### config.mk
export PLATFORM = sky130hd
export DESIGN_NAME = multi_alarm_core
export DESIGN_NICKNAME = d
export VERILOG_FILES = /design/src/rtl/alarm_pkg.sv /design/src/rtl/time_counter.sv /design/src/rtl/multi_alarm_core.sv
export SDC_FILE = /design/constraint.sdc
export NUM_CORES = 1
export LEC_CHECK = 0
export ABC_AREA = 1
export BUFFER_PORTS_ARGS = -buffer_cell sky130_fd_sc_hd__buf_4
export CAP_MARGIN = 20
export CELL_PAD_IN_SITES_DETAIL_PLACEMENT = 1
export CELL_PAD_IN_SITES_GLOBAL_PLACEMENT = 2
export CORE_AREA = 4 4 122 124
export DETAILED_ROUTE_END_ITERATION = 7
export DIE_AREA = 0 0 126 128
export PLACE_DENSITY_LB_ADDON = 0.1
export SLEW_MARGIN = 10
export SYNTH_ARGS = -nofsm -noshare
export SYNTH_HDL_FRONTEND = slang
export SYNTH_SLANG_ARGS = --single-unit
### constraint.sdc
create_clock -name CLK -period 2.3 [get_ports CLK]
set_clock_uncertainty 0.2 [all_clocks]
set_input_delay 0.23 -clock CLK [delete_from_list [all_inputs] [get_ports CLK]]
set_output_delay 0.23 -clock CLK [all_outputs]
set_load 0.02 [all_outputs]
### src/rtl/alarm_pkg.sv
// alarm_pkg: shared types and helpers for the multi-alarm clock.
//   tod_t        - packed time of day {am_pm, hrs[3:0], mins[5:0]}, TIME_W bits
//   RESET_TIME   - 12:00 AM
//   ring_state_t - ringer FSM states
//   inc_hrs / inc_mins / adv_minute / edit_tod - time arithmetic on tod_t
package alarm_pkg;

    localparam int TIME_W = 11;

    typedef struct packed {
        logic       am_pm;
        logic [3:0] hrs;
        logic [5:0] mins;
    } tod_t;

    localparam tod_t RESET_TIME = '{am_pm: 1'b0, hrs: 4'd12, mins: 6'd0};

    typedef enum logic [1:0] {
        ST_IDLE    = 2'd0,
        ST_RINGING = 2'd1,
        ST_SNOOZED = 2'd2
    } ring_state_t;

    // Hours run 12,1..11; AM/PM flips on 11 -> 12, not on 12 -> 1.
    function automatic tod_t inc_hrs(input tod_t t);
        tod_t r;
        r = t;
        if (t.hrs == 4'd12) r.hrs = 4'd1;
        else                r.hrs = t.hrs + 4'd1;
        if (t.hrs == 4'd11) r.am_pm = ~t.am_pm;
        return r;
    endfunction

    // Edit-style minute increment: wraps 59 -> 0 without touching hours.
    function automatic tod_t inc_mins(input tod_t t);
        tod_t r;
        r = t;
        r.mins = (t.mins == 6'd59) ? 6'd0 : t.mins + 6'd1;
        return r;
    endfunction

    // Run-mode minute advance: 59 -> 0 carries into hours.
    function automatic tod_t adv_minute(input tod_t t);
        tod_t r;
        r = t;
        if (t.mins == 6'd59) begin
            r = inc_hrs(t);
            r.mins = 6'd0;
        end else begin
            r.mins = t.mins + 6'd1;
        end
        return r;
    endfunction

    // Button edits; both buttons in one cycle apply both increments.
    function automatic tod_t edit_tod(input tod_t t, input logic h, input logic m);
        tod_t r;
        r = t;
        if (h) r = inc_hrs(r);
        if (m) r = inc_mins(r);
        return r;
    endfunction

endpackage

### src/rtl/time_counter.sv
// time_counter: prescaler plus 12-hour time-of-day register.
//   clk, rst_n     - clock, async active-low reset
//   tick           - timebase enable, counted by the prescaler in run mode
//   set_time/alarm - mode levels; time edit only when set_time & ~alarm
//   hrs_edge/mins_edge - one-cycle button edges
//   tod            - current time of day
//   min_adv        - one-cycle strobe, high the cycle after a run-mode minute advance
module time_counter
    import alarm_pkg::*;
#(
    parameter int TICKS_PER_MIN = 60
) (
    input  logic clk,
    input  logic rst_n,
    input  logic tick,
    input  logic set_time,
    input  logic alarm,
    input  logic hrs_edge,
    input  logic mins_edge,
    output tod_t tod,
    output logic min_adv
);

    localparam int PW = (TICKS_PER_MIN > 1) ? $clog2(TICKS_PER_MIN) : 1;
    localparam logic [PW-1:0] PRESC_LAST = PW'(TICKS_PER_MIN - 1);

    logic [PW-1:0] presc;
    logic          edit;

    assign edit = set_time & ~alarm;

    // Edit mode freezes the prescaler, so a minute advance can never
    // coincide with a button edit.
    always_ff @(posedge clk or negedge rst_n) begin
        if (!rst_n) begin
            presc   <= '0;
            tod     <= RESET_TIME;
            min_adv <= 1'b0;
        end else begin
            min_adv <= 1'b0;
            if (edit) begin
                presc <= '0;
                tod   <= edit_tod(tod, hrs_edge, mins_edge);
            end else if (tick) begin
                if (presc == PRESC_LAST) begin
                    presc   <= '0;
                    tod     <= adv_minute(tod);
                    min_adv <= 1'b1;
                end else begin
                    presc <= presc + PW'(1);
                end
            end
        end
    end

endmodule

### src/rtl/multi_alarm_core.sv
// multi_alarm_core: 12-hour clock with N_ALARMS armable alarms, one ringer
// FSM with auto-timeout (and optional snooze), and an 11-bit display mux.
//   CLK, RESETN   - clock, async active-low reset
//   TICK          - timebase enable
//   SET_TIME      - time edit mode; ALARM - alarm edit/view mode (overrides)
//   SEL           - alarm channel edited/displayed
//   HRS, MINS     - synchronised buttons, rising edge increments
//   ARM           - per-channel alarm enable
//   TOGGLE_SWITCH - master ringer enable, low silences
//   SNOOZE        - synchronised button, rising edge snoozes
//   DISPLAY       - {AM_PM, HRS, MINS} of alarm[SEL] or time
//   SPEAKER_OUT   - high while ringing; RING_ID - channel that triggered
// Optional feature: define MULTI_ALARM_SNOOZE_EN to build the SNOOZED state.
// Without it the SNOOZE input is ignored.
module multi_alarm_core
    import alarm_pkg::*;
#(
    parameter int N_ALARMS      = 4,
    parameter int TICKS_PER_MIN = 60,
    parameter int SNOOZE_MINS   = 5,
    parameter int RING_MINS     = 10,
    localparam int SW = (N_ALARMS > 1) ? $clog2(N_ALARMS) : 1
) (
    input  logic                CLK,
    input  logic                RESETN,
    input  logic                TICK,
    input  logic                SET_TIME,
    input  logic                ALARM,
    input  logic [SW-1:0]       SEL,
    input  logic                HRS,
    input  logic                MINS,
    input  logic [N_ALARMS-1:0] ARM,
    input  logic                TOGGLE_SWITCH,
    input  logic                SNOOZE,
    output logic [TIME_W-1:0]   DISPLAY,
    output logic                SPEAKER_OUT,
    output logic [SW-1:0]       RING_ID
);

    localparam logic [3:0] RING_LOAD   = 4'(RING_MINS);
    localparam logic [3:0] SNOOZE_LOAD = 4'(SNOOZE_MINS);

    // Button edge detection
    logic hrs_q, mins_q, hrs_edge, mins_edge;
    assign hrs_edge  = HRS  & ~hrs_q;
    assign mins_edge = MINS & ~mins_q;

    tod_t tod;
    logic min_adv;

    time_counter #(.TICKS_PER_MIN(TICKS_PER_MIN)) u_time (
        .clk       (CLK),
        .rst_n     (RESETN),
        .tick      (TICK),
        .set_time  (SET_TIME),
        .alarm     (ALARM),
        .hrs_edge  (hrs_edge),
        .mins_edge (mins_edge),
        .tod       (tod),
        .min_adv   (min_adv)
    );

    // Alarm registers and compare
    tod_t [N_ALARMS-1:0] alarms;
    tod_t                sel_alarm;
    logic [N_ALARMS-1:0] match, match_q;
    logic                any_q, any_prev, trigger;
    logic [SW-1:0]       first_id;

    always_ff @(posedge CLK or negedge RESETN) begin
        if (!RESETN) begin
            for (int i = 0; i < N_ALARMS; i++) alarms[i] <= RESET_TIME;
        end else if (ALARM) begin
            for (int i = 0; i < N_ALARMS; i++)
                if (SEL == SW'(i)) alarms[i] <= edit_tod(alarms[i], hrs_edge, mins_edge);
        end
    end

    // SEL values beyond N_ALARMS-1 show 12:00 AM rather than an undefined slot.
    always_comb begin
        sel_alarm = RESET_TIME;
        for (int i = 0; i < N_ALARMS; i++)
            if (SEL == SW'(i)) sel_alarm = alarms[i];
    end

    always_comb begin
        match = '0;
        for (int i = 0; i < N_ALARMS; i++)
            match[i] = ARM[i] && (alarms[i] == tod);
    end

    // Lowest matching index wins.
    always_comb begin
        first_id = '0;
        for (int i = N_ALARMS - 1; i >= 0; i--)
            if (match_q[i]) first_id = SW'(i);
    end

    assign any_q   = |match_q;
    // Edge of the OR, so a match that is already standing never re-triggers
    // when the toggle switch is turned back on.
    assign trigger = any_q & ~any_prev & TOGGLE_SWITCH;

    // Ringer FSM
    ring_state_t state, state_d;
    logic [3:0]  ring_cnt, ring_cnt_d;
    logic [SW-1:0] ring_id_d;

`ifdef MULTI_ALARM_SNOOZE_EN
    logic       snooze_q, snooze_edge;
    logic [3:0] snz_cnt, snz_cnt_d;
    assign snooze_edge = SNOOZE & ~snooze_q;
`else
    logic unused_snooze;
    assign unused_snooze = ^{SNOOZE, SNOOZE_LOAD};
`endif

    always_comb begin
        state_d    = state;
        ring_cnt_d = ring_cnt;
        ring_id_d  = RING_ID;
`ifdef MULTI_ALARM_SNOOZE_EN
        snz_cnt_d  = snz_cnt;
`endif
        case (state)
            ST_IDLE: begin
                if (trigger) begin
                    state_d    = ST_RINGING;
                    ring_cnt_d = RING_LOAD;
                    ring_id_d  = first_id;
                end
            end
            ST_RINGING: begin
                // Triggers are ignored here; snooze beats a same-cycle expiry.
                if (!TOGGLE_SWITCH) begin
                    state_d = ST_IDLE;
`ifdef MULTI_ALARM_SNOOZE_EN
                end else if (snooze_edge) begin
                    state_d   = ST_SNOOZED;
                    snz_cnt_d = SNOOZE_LOAD;
`endif
                end else if (min_adv) begin
                    ring_cnt_d = ring_cnt - 4'd1;
                    if (ring_cnt <= 4'd1) begin
                        state_d    = ST_IDLE;
                        ring_cnt_d = 4'd0;
                    end
                end
            end
`ifdef MULTI_ALARM_SNOOZE_EN
            ST_SNOOZED: begin
                if (!TOGGLE_SWITCH) begin
                    state_d = ST_IDLE;
                end else if (trigger) begin
                    state_d    = ST_RINGING;
                    ring_cnt_d = RING_LOAD;
                    ring_id_d  = first_id;
                end else if (min_adv) begin
                    snz_cnt_d = snz_cnt - 4'd1;
                    if (snz_cnt <= 4'd1) begin
                        state_d    = ST_RINGING;
                        ring_cnt_d = RING_LOAD;
                        snz_cnt_d  = 4'd0;
                    end
                end
            end
`endif
            default: state_d = ST_IDLE;
        endcase
    end

    always_ff @(posedge CLK or negedge RESETN) begin
        if (!RESETN) begin
            hrs_q       <= 1'b0;
            mins_q      <= 1'b0;
            match_q     <= '0;
            any_prev    <= 1'b0;
            state       <= ST_IDLE;
            ring_cnt    <= 4'd0;
            RING_ID     <= '0;
            SPEAKER_OUT <= 1'b0;
            DISPLAY     <= RESET_TIME;
`ifdef MULTI_ALARM_SNOOZE_EN
            snooze_q    <= 1'b0;
            snz_cnt     <= 4'd0;
`endif
        end else begin
            hrs_q       <= HRS;
            mins_q      <= MINS;
            match_q     <= match;
            any_prev    <= any_q;
            state       <= state_d;
            ring_cnt    <= ring_cnt_d;
            RING_ID     <= ring_id_d;
            SPEAKER_OUT <= (state_d == ST_RINGING);
            DISPLAY     <= ALARM ? sel_alarm : tod;
`ifdef MULTI_ALARM_SNOOZE_EN
            snooze_q    <= SNOOZE;
            snz_cnt     <= snz_cnt_d;
`endif
        end
    end

endmodule
-- Word level (Yosys, flattened, before mapping)
Index checks and enable logic that the tools add are counted.
- flip-flop bits (word level): 89
- latch bits: 0
- bits in writable memories: 0
- bits in read-only memories: 0
- input bits: 15
- output and inout port bits: 14
- word-level logic and storage cells: 166
- memories: 0
- add/subtract/negate cells: 13
- multiply operators: 0
- divide/modulo/power cells: 0
- $lt $le $gt $ge: 1
- equality and inequality tests: 29
- shifts and indexed selects: 0
- multiplexer cells: 64
- bitwise operators: 14
- reduce and logical (&&, ||, !) cells: 19
- operators by type and width (kind ; count):
    11-bit 2-to-1 mux ; 22
    6-bit 2-to-1 mux ; 14
    11-bit equality test ; 4
    6-bit by 1-bit adder with 6-bit output (second input constant) ; 7
    6-bit equality test (second input constant) ; 7
    4-bit equality test (second input constant) ; 10
    4-bit 2-to-1 mux ; 9
    4-bit by 1-bit adder with 4-bit output (second input constant) ; 5
    2-bit 2-to-1 mux ; 8
    2-bit AND reduction ; 6
    1-bit NOT ; 9
    1-bit 2-to-1 mux ; 8
    4-bit one-hot mux with 2 select lines ; 1
    2-bit nonzero test ; 4
    2-bit by 1-bit equality test with 1-bit output (second input constant) ; 3
    1-bit AND ; 5
    5-bit 2-to-1 mux ; 1
    2-bit equality test (second input constant) ; 2
    4-bit by 1-bit <= comparator with 1-bit output (second input constant) ; 1
    1-bit logical AND ; 4
    2-bit logical NOT ; 2
    2-bit inequality test (second input constant) ; 2
    2-bit one-hot mux with 2 select lines ; 1
    4-bit AND reduction ; 1
    4 further kinds ; 4

-- Longest topological paths before layout
- depth after elaboration: 8
- mapped depth: 9
- mapped depth without buffers: 9

-- Hierarchy
A second synthesis with hierarchy kept.
- cell total of the unflattened synthesis: 811
- area total of the unflattened synthesis: 5602.9 sq um
- modules (own cells, without submodules) (module ; instances ; cells each ; area an instance (sq um) ; sequential area each (sq um)):
    multi_alarm_core ; 1 ; 672 ; 4555.6 ; 1789.2
    time_counter ; 1 ; 139 ; 1047.3 ; 452.9

-- Least setup slack after synthesis
OpenSTA, ideal clock, no wires.
- kind: register -> register
- start point: register u_time.tod[0] (netlist name)
- end point: register u_time.tod[6] (netlist name)
- library setup time: 0.117 ns
- arrival time: 1.258 ns
- data required time: 1.983 ns
- slack: 0.725 ns
- stages on the path, launching flop included: 9
- path buffers: 0
- period minus slack after synthesis: 1.575 ns
- cell sequence: dfrtp_1 > ha_1 > inv_1 > nor2_1 > nand2_2 > o21bai_4 > nand2_2 > nand2_1 > nand2_1
- longest elaborated chain between the ends: 3
- RTL lines (item ; RTL line ; source):
    6-bit equality test ; alarm_pkg.sv:46 ; if (t.mins == 6'd59) begin
    2-bit nonzero test (no source line) ; -- ;
    3-bit AND reduction (no source line) ; -- ;
No other way between the ends.
A chain may end at the register's enable or synchronous reset.

-- Final worst setup path
- start point: register u_time.tod[1] (netlist name)
- end point: register u_time.tod[6] (netlist name)
- longest elaborated chain between the ends: 3
- RTL lines (item ; RTL line):
    6-bit equality test ; alarm_pkg.sv:46
    2-bit nonzero test (no source line) ; --
    3-bit AND reduction (no source line) ; --
No other way between the ends.

==> flow_metrics.env <==
export IMPL_status="finished, final reports clean"
export IMPL_synth_top_family_by_area="simple AND/OR/NAND/NOR gates"
export IMPL_numCtsBuffers=9
export IMPL_crit_slowest_cell="dfrtp_1"
export IMPL_drv_cap=0
export IMPL_die_width_um=126
export IMPL_antenna_left=0
export IMPL_die_h_um=128
export IMPL_drc=0
export IMPL_synth_xor_area_frac=0.0346
export IMPL_synth_top_cells_by_count="nand2_1 (133), inv_1 (95), nor2_1 (78), dfrtp_1 (77), o21ai_0 (62)"
export IMPL_path_class="flip-flop to flip-flop"
export IMPL_clock_root_buffer="clkbuf_16"
export IMPL_fin_crit_sh=0.840
export IMPL_wl_um=16000
export IMPL_required_ps=2350
export IMPL_clk_latency_ps=350
export IMPL_fin_ws_ps=368
export IMPL_start_util=0.386
export IMPL_powerDensity_nw_per_um2=939
export IMPL_synth_seq_cells=89
export IMPL_synth_top_area_frac=0.362
export IMPL_hp_class="primary input to flip-flop"
export IMPL_layout_drive_gt1_share=0.120
export IMPL_yosysSeqAreaShare=0.421
export IMPL_ys_warnings_count=0
export IMPL_ys_types=39
export IMPL_synth_area_top_cells="dfrtp_1 (36%), nand2_1 (9.4%), inv_1 (6.7%)"
export IMPL_drv_slew=0
export IMPL_cp_arrival_ps=1980
export IMPL_startpoint_type="flip-flop"
export IMPL_cts_setup_buffers=0
export IMPL_grt_max_degree=54
export IMPL_avgViaCountPerCell=5.23
export IMPL_num_antenna_cells=0
export IMPL_place_hpwl_um=12500
export IMPL_vias=4815
export IMPL_setup_viol=0
export IMPL_critical_path_cell_chain="ha_1 > inv_1 > nor2_1 > nand2_2 > o21bai_4 > nand2_2 > nand2_1 > nand2_1"
export IMPL_wl_per_cell_um=17.4
export IMPL_syn_area_um2=5320
export IMPL_cts_resized_gates=0
export IMPL_top_level_ports=29
export IMPL_rsz0062_at_grt="no"
export IMPL_design_core_area_um2=13800
export IMPL_async_flop_share=1.00
export IMPL_dr_pass1_iters=4
export IMPL_multiInputGateArea_um2=2610
export IMPL_synth_edf_count=0
export IMPL_clkSlewWorstSetupHoldPaths_ps=60
export IMPL_fin_setup_tns_ps=0
export IMPL_pre_cts_ws_ps=381
export IMPL_cts_sinks=89
export IMPL_power_leakage_uw=0.00281
export IMPL_die_area_um2=16100
export IMPL_groute_usage_overall=0.212
export IMPL_synth_compound_area_frac=0.133
export IMPL_antenna_found_initial=0
export IMPL_grt_pass1_wl_um=27000
export IMPL_seq_area_um2=2240
export IMPL_grt_overflow=0
export IMPL_routabilityCongestion=0.847
export IMPL_slew_headroom=0.657
export IMPL_fmax_mhz=518
export IMPL_grt_pass1_vias=5229
export IMPL_synth_simple_area_share=0.281
export IMPL_worstPathMaxFanout=8
export IMPL_yosys_most_used_dff="dfrtp_1"
export IMPL_fillCellCount=1724
export IMPL_clockBufferDepth=2
export IMPL_cpPeakStageDelay_ps=560
export IMPL_peakVddDrop_uv=354
export IMPL_numPortBuffers=27
export IMPL_syn_inst=700
export IMPL_synthesis_nets=733
export IMPL_avgSynthCellArea_um2=7.60
export IMPL_cts_tree="done"
export IMPL_htreeDepth=3
export IMPL_num_rows=43
export IMPL_synth_most_common_cell="nand2_1"
export IMPL_end_kind="flip-flop"
export IMPL_synthMuxAreaShare=0
export IMPL_synth_fa_ha_area_frac=0.0423
export IMPL_final_hold_violation_count=0
export IMPL_finalCriticalPeriod_ps=1930
export IMPL_syn_to_final_growth_pct=13.5
export IMPL_tightest_slew_ps=515
export IMPL_post_synth_top_area_cell="dfrtp_1"
export IMPL_nNetsFinal=768
export IMPL_drtIter0Drc=228
==> cells in the final DEF (no fill, tap or decap), types with 2 or more instances in the layout <==
cell           count
dfrtp_1           77
dfstp_2           12
o211ai_1           5
inv_1             95
nor3_1            26
nand2_4            5
xnor2_1            5
xor2_1            16
o22ai_1           23
nand2_1          133
clkbuf_1           2
clkinvlp_4         3
ha_1              18
dlygate4sd3_1      5
nor2_4             2
nand3_1           52
a21oi_1           26
nand2_2            4
nor3_2             2
nand3b_1           2
clkbuf_16          9
buf_4             30
clkinv_2           2
nand4_1           16
nor2_2             3
o21ai_1            4
inv_2              8
nor2_1            78
a211oi_1           2
inv_4              2
o21ai_0           62
==> per-stage QoR <==
stage	total power, uW	hold WS (ps)	utilization	cells	instance area, um2
final	5670	63.5	0.439	920	6040
after global routing	6110	83.2	0.439	920	6040
after CTS	5750	52.5	0.439	920	6040
after detailed placement	4330	41.0	0.416	899	5730
after global placement	4260	33.3	0.416	899	5730
after floorplan	3610	-266	-	700	5320
==> path summary, 6_finish.rpt <==
path	startpoint	endpoint	slack (ps)	cells past startpoint
hold / removal	ARM[3]	match_q[3]$_DFF_PN0_	60	5
max in group asynchronous	RESETN	alarms[8]$_DFFE_PN1P_	980	3
setup / recovery	u_time.tod[1]$_DFFE_PN0P_	u_time.tod[6]$_DFFE_PN0P_	370	8
min in group asynchronous	RESETN	alarms[34]$_DFFE_PN0P_	190	2
hold reg to reg	match_q[1]$_DFF_PN0_	any_prev$_DFF_PN0_	290	2
setup reg to reg	u_time.tod[1]$_DFFE_PN0P_	u_time.tod[6]$_DFFE_PN0P_	370	8
==> cells by family (layout without fill, tap and decap cells) <==
| kind of cell | count (synthesis) | in the layout |
|---|---|---|
| simple gates | 327 | 327 |
| compound gates | 127 | 127 |
| buf+inv | 117 | 157 |
| flops | 89 | 89 |
| xor+xnor | 21 | 21 |
| fa+ha+maj | 18 | 18 |
| other cells | 1 | 1 |
==> timing repair <==
item	in CTS	in global routing
endpoints found under the hold margin	40	0
endpoints found under the setup margin	0	0
hold buffers	5	0
==> registers in the layout (all words and copies together) (netlist names) <==
register / flops
alarms: 44
DISPLAY: 11
u_time.tod: 11
u_time.presc: 6
match_q: 4
ring_cnt: 4
RING_ID: 2
state: 2
SPEAKER_OUT: 1
any_prev: 1
hrs_q: 1
mins_q: 1
u_time.min_adv: 1
==> where the power goes <==
part	internal, uW	switching, uW	leakage (uW)
sequential	1970	556	0.00109
clock	729	648	0.000122
combinational	642	1120	0.00160
total	3340	2330	0.00281
==> critical path, delay by kind of cell, from the launching register on <==
family / cells / cell delay, ps
adders and majority gates: 1 / 260
AOI/OAI and AO/OA: 1 / 210
and+or+nand+nor: 5 / 560
buffers and inverters: 1 / 50
DFF: 1 / 560
==> cell type report <==
class,instances,area share
Clock buffer,11,0.0385
Inverter,105,0.0661
Timing Repair Buffer,36,0.0489
Multi-Input combinational cell,494,0.433
Clock inverter,5,0.00539
Tap cell,180,0.0373
Sequential cell,89,0.371
==> metal layers <==
layer  vias up  part of all wire  routed length (um)  global-route usage
met5         -                 0                   0                   0
met4         0             0.023                 365              0.0801
met3        22             0.025                 396              0.0304
met2        56              0.50                8040               0.376
met1      2365              0.45                7250               0.262
li1       2372                 -                   -                   -
Note: power is estimated with default switching activity, not from simulation.
